--- src/rtl/dff_readback_pkg.sv ---
// Shared types and helpers for the flop readback unit.
// DFF_READBACK_PARITY_EN adds one even-parity beat per frame.
package dff_readback_pkg;

  typedef enum logic [1:0] {
    ST_IDLE  = 2'd0,
    ST_SHIFT = 2'd1,
    ST_PAR   = 2'd2
  } rb_state_e;

  // Beats per frame: data bits, plus the parity beat when enabled.
  function automatic int unsigned rb_beats(input int unsigned width);
`ifdef DFF_READBACK_PARITY_EN
    return width + 1;
`else
    return width;
`endif
  endfunction

endpackage

--- src/rtl/dff_readback_if.sv ---
// Request, serial stream and status signals of the flop readback unit.
// The master side is the readback block, the slave side its controller.
interface dff_readback_if #(
  parameter int WIDTH = 8
);
  logic             snap_req;
  logic [WIDTH-1:0] state_in;
  logic             dout;
  logic             dout_valid;
  logic             dout_ready;
  logic             dout_last;
  logic             busy;
  logic             overrun;
  logic             ovr_clr;

  modport master (
    input  snap_req, state_in, dout_ready, ovr_clr,
    output dout, dout_valid, dout_last, busy, overrun
  );

  modport slave (
    output snap_req, state_in, dout_ready, ovr_clr,
    input  dout, dout_valid, dout_last, busy, overrun
  );
endinterface

--- src/rtl/rb_shift_reg.sv ---
// Snapshot shadow register: parallel load, shift toward the LSB on enable.
// Only the LSB leaves the block; it is the bit currently on the wire.
module rb_shift_reg #(
  parameter int WIDTH = 8
) (
  input  logic             clk,
  input  logic             rst,
  input  logic             load,
  input  logic             shift_en,
  input  logic [WIDTH-1:0] load_val,
  output logic             lsb
);

  logic [WIDTH-1:0] q;

  always_ff @(posedge clk or posedge rst) begin
    if (rst) begin
      q <= '0;
    end else if (load) begin
      q <= load_val;
    end else if (shift_en) begin
      q <= q >> 1;
    end
  end

  assign lsb = q[0];

endmodule

--- src/rtl/dff_readback.sv ---
// Snapshots WIDTH flop outputs and streams them LSB-first on a valid/ready bit stream.
// DFF_READBACK_PARITY_EN appends an even-parity beat after the data beats.
//
// state    | meaning
// ---------+-----------------------------------------------------
// ST_IDLE  | no frame; the only state in which snap_req captures
// ST_SHIFT | presenting shadow[0], data beat cnt of WIDTH
// ST_PAR   | presenting the latched parity bit as the final beat
module dff_readback
  import dff_readback_pkg::*;
#(
  parameter int WIDTH = 8
) (
  input logic            clk,
  input logic            rst,
  dff_readback_if.master bus
);

  localparam int CNT_W = $clog2(WIDTH + 1);
  localparam int BEATS = rb_beats(WIDTH);
  localparam logic [CNT_W-1:0] LAST_DATA_CNT = CNT_W'(WIDTH - 1);
  localparam logic [CNT_W-1:0] LAST_BEAT_CNT = CNT_W'(BEATS - 1);

  rb_state_e        state;
  rb_state_e        state_nxt;
  logic [CNT_W-1:0] cnt;
  logic             load;
  logic             shift_en;
  logic             valid;
  logic             xfer;
  logic             sh_lsb;
  logic             ovr_q;
  logic             par_bit;

  rb_shift_reg #(
    .WIDTH(WIDTH)
  ) u_shadow (
    .clk     (clk),
    .rst     (rst),
    .load    (load),
    .shift_en(shift_en),
    .load_val(bus.state_in),
    .lsb     (sh_lsb)
  );

  assign valid = (state != ST_IDLE);
  assign xfer  = valid && bus.dout_ready;

  always_ff @(posedge clk or posedge rst) begin
    if (rst) begin
      state <= ST_IDLE;
    end else begin
      state <= state_nxt;
    end
  end

  always_comb begin
    state_nxt = state;
    load      = 1'b0;
    shift_en  = 1'b0;
    case (state)
      ST_IDLE: begin
        if (bus.snap_req) begin
          load      = 1'b1;
          state_nxt = ST_SHIFT;
        end
      end
      ST_SHIFT: begin
        if (xfer) begin
          shift_en = 1'b1;
          if (cnt == LAST_DATA_CNT) begin
`ifdef DFF_READBACK_PARITY_EN
            state_nxt = ST_PAR;
`else
            state_nxt = ST_IDLE;
`endif
          end
        end
      end
`ifdef DFF_READBACK_PARITY_EN
      ST_PAR: begin
        if (xfer) begin
          state_nxt = ST_IDLE;
        end
      end
`endif
      default: state_nxt = ST_IDLE;
    endcase
  end

  // cnt counts every accepted beat, so the parity beat is simply index WIDTH.
  always_ff @(posedge clk or posedge rst) begin
    if (rst) begin
      cnt <= '0;
    end else if (load) begin
      cnt <= '0;
    end else if (xfer) begin
      cnt <= cnt + CNT_W'(1);
    end
  end

`ifdef DFF_READBACK_PARITY_EN
  logic par_q;

  always_ff @(posedge clk or posedge rst) begin
    if (rst) begin
      par_q <= 1'b0;
    end else if (load) begin
      par_q <= ^bus.state_in;
    end
  end

  assign par_bit = (state == ST_PAR) && par_q;
`else
  assign par_bit = 1'b0;
`endif

  // A late request during any busy cycle is dropped but remembered; set beats clear.
  always_ff @(posedge clk or posedge rst) begin
    if (rst) begin
      ovr_q <= 1'b0;
    end else if (bus.snap_req && valid) begin
      ovr_q <= 1'b1;
    end else if (bus.ovr_clr) begin
      ovr_q <= 1'b0;
    end
  end

  assign bus.dout       = ((state == ST_SHIFT) && sh_lsb) || par_bit;
  assign bus.dout_valid = valid;
  assign bus.dout_last  = valid && (cnt == LAST_BEAT_CNT);
  assign bus.busy       = valid;
  assign bus.overrun    = ovr_q;

endmodule
--- src/flat_wrapper.sv ---
// flat-port wrapper written by rule: the top's interface ports become plain ports
module dff_readback_flat import dff_readback_pkg::*;
#(
  parameter int WIDTH = 8
)
  (clk, rst, bus_snap_req, bus_state_in, bus_dout_ready, bus_ovr_clr, bus_dout, bus_dout_valid, bus_dout_last, bus_busy, bus_overrun);
  dff_readback_if #(.WIDTH(WIDTH)) bus_i ();
  input logic clk;
  input logic rst;
  input wire logic [$bits(bus_i.snap_req)-1:0] bus_snap_req;
  input wire logic [$bits(bus_i.state_in)-1:0] bus_state_in;
  input wire logic [$bits(bus_i.dout_ready)-1:0] bus_dout_ready;
  input wire logic [$bits(bus_i.ovr_clr)-1:0] bus_ovr_clr;
  output wire logic [$bits(bus_i.dout)-1:0] bus_dout;
  output wire logic [$bits(bus_i.dout_valid)-1:0] bus_dout_valid;
  output wire logic [$bits(bus_i.dout_last)-1:0] bus_dout_last;
  output wire logic [$bits(bus_i.busy)-1:0] bus_busy;
  output wire logic [$bits(bus_i.overrun)-1:0] bus_overrun;
  assign bus_i.snap_req = bus_snap_req;
  assign bus_i.state_in = bus_state_in;
  assign bus_i.dout_ready = bus_dout_ready;
  assign bus_i.ovr_clr = bus_ovr_clr;
  assign bus_dout = bus_i.dout;
  assign bus_dout_valid = bus_i.dout_valid;
  assign bus_dout_last = bus_i.dout_last;
  assign bus_busy = bus_i.busy;
  assign bus_overrun = bus_i.overrun;
  dff_readback #(.WIDTH(WIDTH)) u_core (.clk(clk), .rst(rst), .bus(bus_i));
endmodule
--- config.mk ---
export PLATFORM = sky130hd
export DESIGN_NAME = dff_readback_flat
export DESIGN_NICKNAME = d
export VERILOG_FILES = /design/src/rtl/dff_readback_pkg.sv /design/src/rtl/dff_readback_if.sv /design/src/rtl/rb_shift_reg.sv /design/src/rtl/dff_readback.sv /design/src/flat_wrapper.sv
export SDC_FILE = /design/constraint.sdc
export NUM_CORES = 1
export LEC_CHECK = 0
export ABC_AREA = 1
export CAP_MARGIN = 20
export CORE_MARGIN = 2
export CORE_UTILIZATION = 40
export DETAILED_ROUTE_END_ITERATION = 6
export GPL_TIMING_DRIVEN = 1
export PLACE_DENSITY = 0.68
export REMOVE_ABC_BUFFERS = 1
export SYNTH_ARGS = -nofsm -noshare
export SYNTH_HDL_FRONTEND = slang
export SYNTH_SLANG_ARGS = --single-unit
export TNS_END_PERCENT = 100
--- constraint.sdc ---
create_clock -name clk -period 1.6 [get_ports clk]
set_clock_uncertainty 0.05 [all_clocks]
set_input_delay 0.4 -clock clk [delete_from_list [all_inputs] [get_ports clk]]
set_output_delay 0.4 -clock clk [all_outputs]
set_load 0.01 [all_outputs]
# Word level (Yosys, flattened, before mapping)
# Cells that the tools add are included.
# op_classes
add_sub_neg	1
eq_ne	5
reduce_logical	10
muxes	14
# op_table
operator	n
2-to-1 mux 8 bit	2
2-to-1 mux 4 bit	2
nonzero test 2 bit	4
2-to-1 mux 1 bit	6
2-to-1 mux 2 bit	3
adder 4 x 1 -> 4 bit (second input constant)	1
== test 4 x 3 -> 1 bit (second input constant)	1
logical AND 1 bit	4
!= test 2 bit (second input constant)	2
case mux 2 bit (2 select lines)	1
AND reduction 3 bit	1
== test 2 x 1 -> 1 bit (second input constant)	1
zero test 2 bit	1
!= test 2 x 1 -> 1 bit (second input constant)	1
# totals
register_bits	15
wordCells	34
inputBits	13
out_inout_bits	5

# Longest topological paths before layout
# depth
word_depth	6
ltp_mapped	6

# By module
# From an unflattened synthesis, not the netlist that was laid out.
# hier_totals
cells_unflattened	84
hier_area_um2	703.2
# modules_own_cells
mod	seq_area_each_um2	cells_each	area_each_um2	n_inst
rb_shift_reg	200.2	44	380.4	1
dff_readback	150.1	40	322.8	1

# Least setup slack after synthesis
# Ideal clock, no wire load.
# synth_path
path_type	register to output
from	register u_core.state[0]
to	output port bus_dout_last
path_stages_with_launch	3
arrival_ns	0.775
path_slack_ns	0.375
path_buffers	0
path_cell_list	dfrtp_1 -> inv_2 -> nor2_1
# synth_via
elab_chain_len	2
# synth_lines
item	line_no	text
start, declared	dff_readback.sv:24	rb_state_e state;
start signal, assigned	dff_readback.sv:53	state <= state_nxt;
nonzero test 2 bit	dff_readback.sv:46	assign valid = (state != ST_IDLE);
logical AND 1 bit	dff_readback.sv:131	assign bus.dout_last = valid && (cnt == LAST_BEAT_CNT);
end, declared	flat_wrapper.sv:16	output wire logic [$bits(bus_i.dout_last)-1:0] bus_dout_last;
# Every way passes these cells.

# Final worst setup path
# layout_path
from	register u_core.cnt[1]
to	output port bus_dout_last
# layout_via
elab_chain_len	2
# layout_lines
item	line_no	text
start, declared	dff_readback.sv:26	logic [CNT_W-1:0] cnt;
start signal, assigned	dff_readback.sv:98	cnt <= cnt + CNT_W'(1);
== test 4 x 3 -> 1 bit	dff_readback.sv:131	
logical AND 1 bit	dff_readback.sv:131	
# Every way passes these cells.

==> run metrics <==
result of the run=completed; library cell contributing the largest single delay on the critical path=sky130_fd_sc_hd__dfrtp_1; post-route non-filler standard cell count=132; floorplan row count=15; number of vias per cell after detailed routing=4.80; Min Clock Period, post-route=1550 ps; Die Y=45.7 um; clock latency on the worst-skew pair=290 ps; Pint=0.954 mW; buffer type at the clock tree root=sky130_fd_sc_hd__clkbuf_4; final antenna diode count=0; Worst R2R End=u_core.cnt[3]; PortBufs=17; Cells after Synth=84; library cell with the largest summed area after synthesis=sky130_fd_sc_hd__dfrtp_1; worst r2r path cells=6; Routability Congestion=0.760; wire length of the first global-routing pass=2.46 mm; Total GRT Usage=16.6%; slack of the worst reg-to-reg path=270 ps; initial core utilization=41.3%; arrival time worst endpoint=1100 ps; TritonCTS clock tree=yes; max-slew violation count=0; library cells used by synthesis=18; Peak Freq=646 MHz; max-cap violation count=0; count of nets after finishing=130; Crit path required time=1150 ps; count of antenna-violating nets left after detailed routing=0; total clock buffers created by CTS=3; proportion of synthesized chip area in sequential cells=50.3%; top-level port count=18; largest driver fanout on the critical path=2; reg2reg start=u_core.state[0]; Seq cells post-synth=14; class of the worst hold path=input pin to asynchronous set/reset pin; setup repair after global routing missed its margin=true; dpl cells=126; Crit path largest cell delay=400 ps; Worst setup EP type=output port; half-perimeter wire length of the detailed placement result=1.11 mm; number of failing hold endpoints at the final stage=0; Flop pwr share=40.0%; Starting DRT DRC Count=6; cell area power density=1510 nW/um^2; Tot Pwr=1.48 mW; H-tree depth reported by CTS=1; total congestion overflow after global routing=0; power spent charging and discharging nets=0.524 mW; fraction of layout cells with a size suffix above 1=24.3%; share of the synthesized area in the top cell type=50.3%; Warnings, synthesis=0; number of global-route vias before repair=595; top area cells in the synthesized netlist=sky130_fd_sc_hd__dfrtp_1, sky130_fd_sc_hd__nand2_1, sky130_fd_sc_hd__a21oi_1; smallest setup slack after layout=51.2 ps; Post-Route WL=1.50 mm; mean cell area of the mapped netlist=8.30 sq um; post-route DRC violation count=0; number of setup violations in the final report=0; Clock Path Buffers=2; worst-margin pin slew=192 ps; crit path launch type=flop; largest net degree at the start of global routing=15; cell area after synthesis=697 sq um; worst slack after detailed placement=-56.5 ps; Die W=45.7 um; Relative slew margins=87.2%; placed instance area=936 sq um; area of the die=2090 sq um; core region area=1690 sq um; combinational fraction of design power=42.4%; post-route cell area=978 sq um; WL per Instance=11.4 um; post-layout util=57.9%; most common cell after layout, fill and taps aside=sky130_fd_sc_hd__nand2_1; antenna violations before repair=0; period utilization=96.8%; via total after detailed routing=633; IR Drop Worst-Case VDD=0.694 mV; highest-count cells in the layout ignoring fill and taps=sky130_fd_sc_hd__nand2_1, sky130_fd_sc_hd__dfrtp_1, sky130_fd_sc_hd__clkdlybuf4s50_1, sky130_fd_sc_hd__buf_4, sky130_fd_sc_hd__nor2_1; leakage power=0.503 nW; power share of the clock group=17.6%; CTS Sinks=14; CTS clock-pin slew for the worst setup and hold paths=90 ps; fraction of power spent switching nets=35.4%; CTS hold repair buffers=0; category of the most critical setup path=flop to output port; number of detailed-route iterations in the first pass=4; cell chain of the critical path=ha_2 > nand2_2 > nor2_1 > buf_2; Layout area overhead=40.4%
==> worst max-delay path by stage <==
stage	cells after the start	slack [ps]	to	from
floorplan	2	320	bus_dout_last	u_core.state[0]
global placement	4	-20	bus_dout_last	u_core.cnt[0]
detailed placement	4	-60	bus_dout_last	u_core.cnt[1]
CTS	4	30	bus_dout	u_core.state[0]
global route	4	-30	bus_dout_last	u_core.cnt[1]
finish	4	50	bus_dout_last	u_core.cnt[1]
==> power by group through the flow <==
stage          registers (mW)  clock network [mW]  logic [mW]
4_1_cts                 0.590               0.264       0.635
3_5_place_dp            0.602                   0       0.627
3_3_place_gp            0.594                   0       0.612
5_1_grt                 0.608               0.282       0.722
2_1_floorplan           0.601                   0       0.331
6_report                0.591               0.260       0.627
==> critical path: cells and delay by family (launching register included) <==
family / cells / cell delay (ps)
AND/OR/NAND/NOR: 2 / 110
buffers and inverters: 1 / 130
flip-flops: 1 / 400
adder cells (fa/ha/maj): 1 / 200
==> what timing repair did <==
action                     in CTS  in global routing
pin swaps                       0                  1
setup endpoints to repair       5                  2
resized for setup              10                  2
buffers inserted                2                  0
cloned                          0                  0
==> stage by stage <==
step                      hold WS [ps]  TNS, ps
after floorplan                    239        0
after global routing               383    -25.2
after detailed placement           429    -88.2
final                              357        0
after CTS                          367        0
after global placement             416    -24.9
==> synthesized netlist by cell type <==
| cell type | n |
|---|---|
| sky130_fd_sc_hd__o22ai_1 | 1 |
| sky130_fd_sc_hd__nand2_4 | 2 |
| sky130_fd_sc_hd__o211ai_1 | 2 |
| sky130_fd_sc_hd__nand3_1 | 3 |
| sky130_fd_sc_hd__nor2_1 | 9 |
| sky130_fd_sc_hd__dfrtp_1 | 14 |
| sky130_fd_sc_hd__o21ai_0 | 2 |
| sky130_fd_sc_hd__buf_4 | 1 |
| sky130_fd_sc_hd__ha_1 | 1 |
| sky130_fd_sc_hd__nand2_1 | 23 |
| sky130_fd_sc_hd__nor2_2 | 1 |
| sky130_fd_sc_hd__inv_1 | 8 |
| sky130_fd_sc_hd__inv_2 | 3 |
| sky130_fd_sc_hd__o21ai_1 | 4 |
| sky130_fd_sc_hd__buf_12 | 1 |
| sky130_fd_sc_hd__nand2_2 | 1 |
| sky130_fd_sc_hd__a21oi_1 | 7 |
| sky130_fd_sc_hd__o21ai_2 | 1 |
==> per-layer routing <==
layer  GRT usage, %  share of wire [%]  routed length [um]
met3           2.38                3.2                  48
met1           20.0                 48                 723
met4           8.57                1.8                  27
met5              0                  0                   0
met2           28.5                 47                 705
==> kinds of logic (layout without fill, tap and decap cells) <==
logic type                 Yosys count  in the layout  synth area share (%)
AOI/OAI and AO/OA                   17             17                  13.6
adders and majority gates            1              1                  1.80
buffers and inverters               13             44                  9.87
DFF                                 14             14                  50.3
and+or+nand+nor                     39             39                  24.4
==> registers in the layout, summed over array words and instances, names as in the netlist <==
signal and count:
u_core.u_shadow.q 8, u_core.bus.overrun 1, u_core.cnt 4, u_core.state 1
==> final cells by class <==
cell class	count	area, sq um
clock buffers	4	36.3
fillers	152	711
inverters	11	41.3
multi-input cells	57	283
well taps	17	21.3
repair buffers	29	246
flip-flops and latches	14	350
Power figures use the tool's default switching activity.
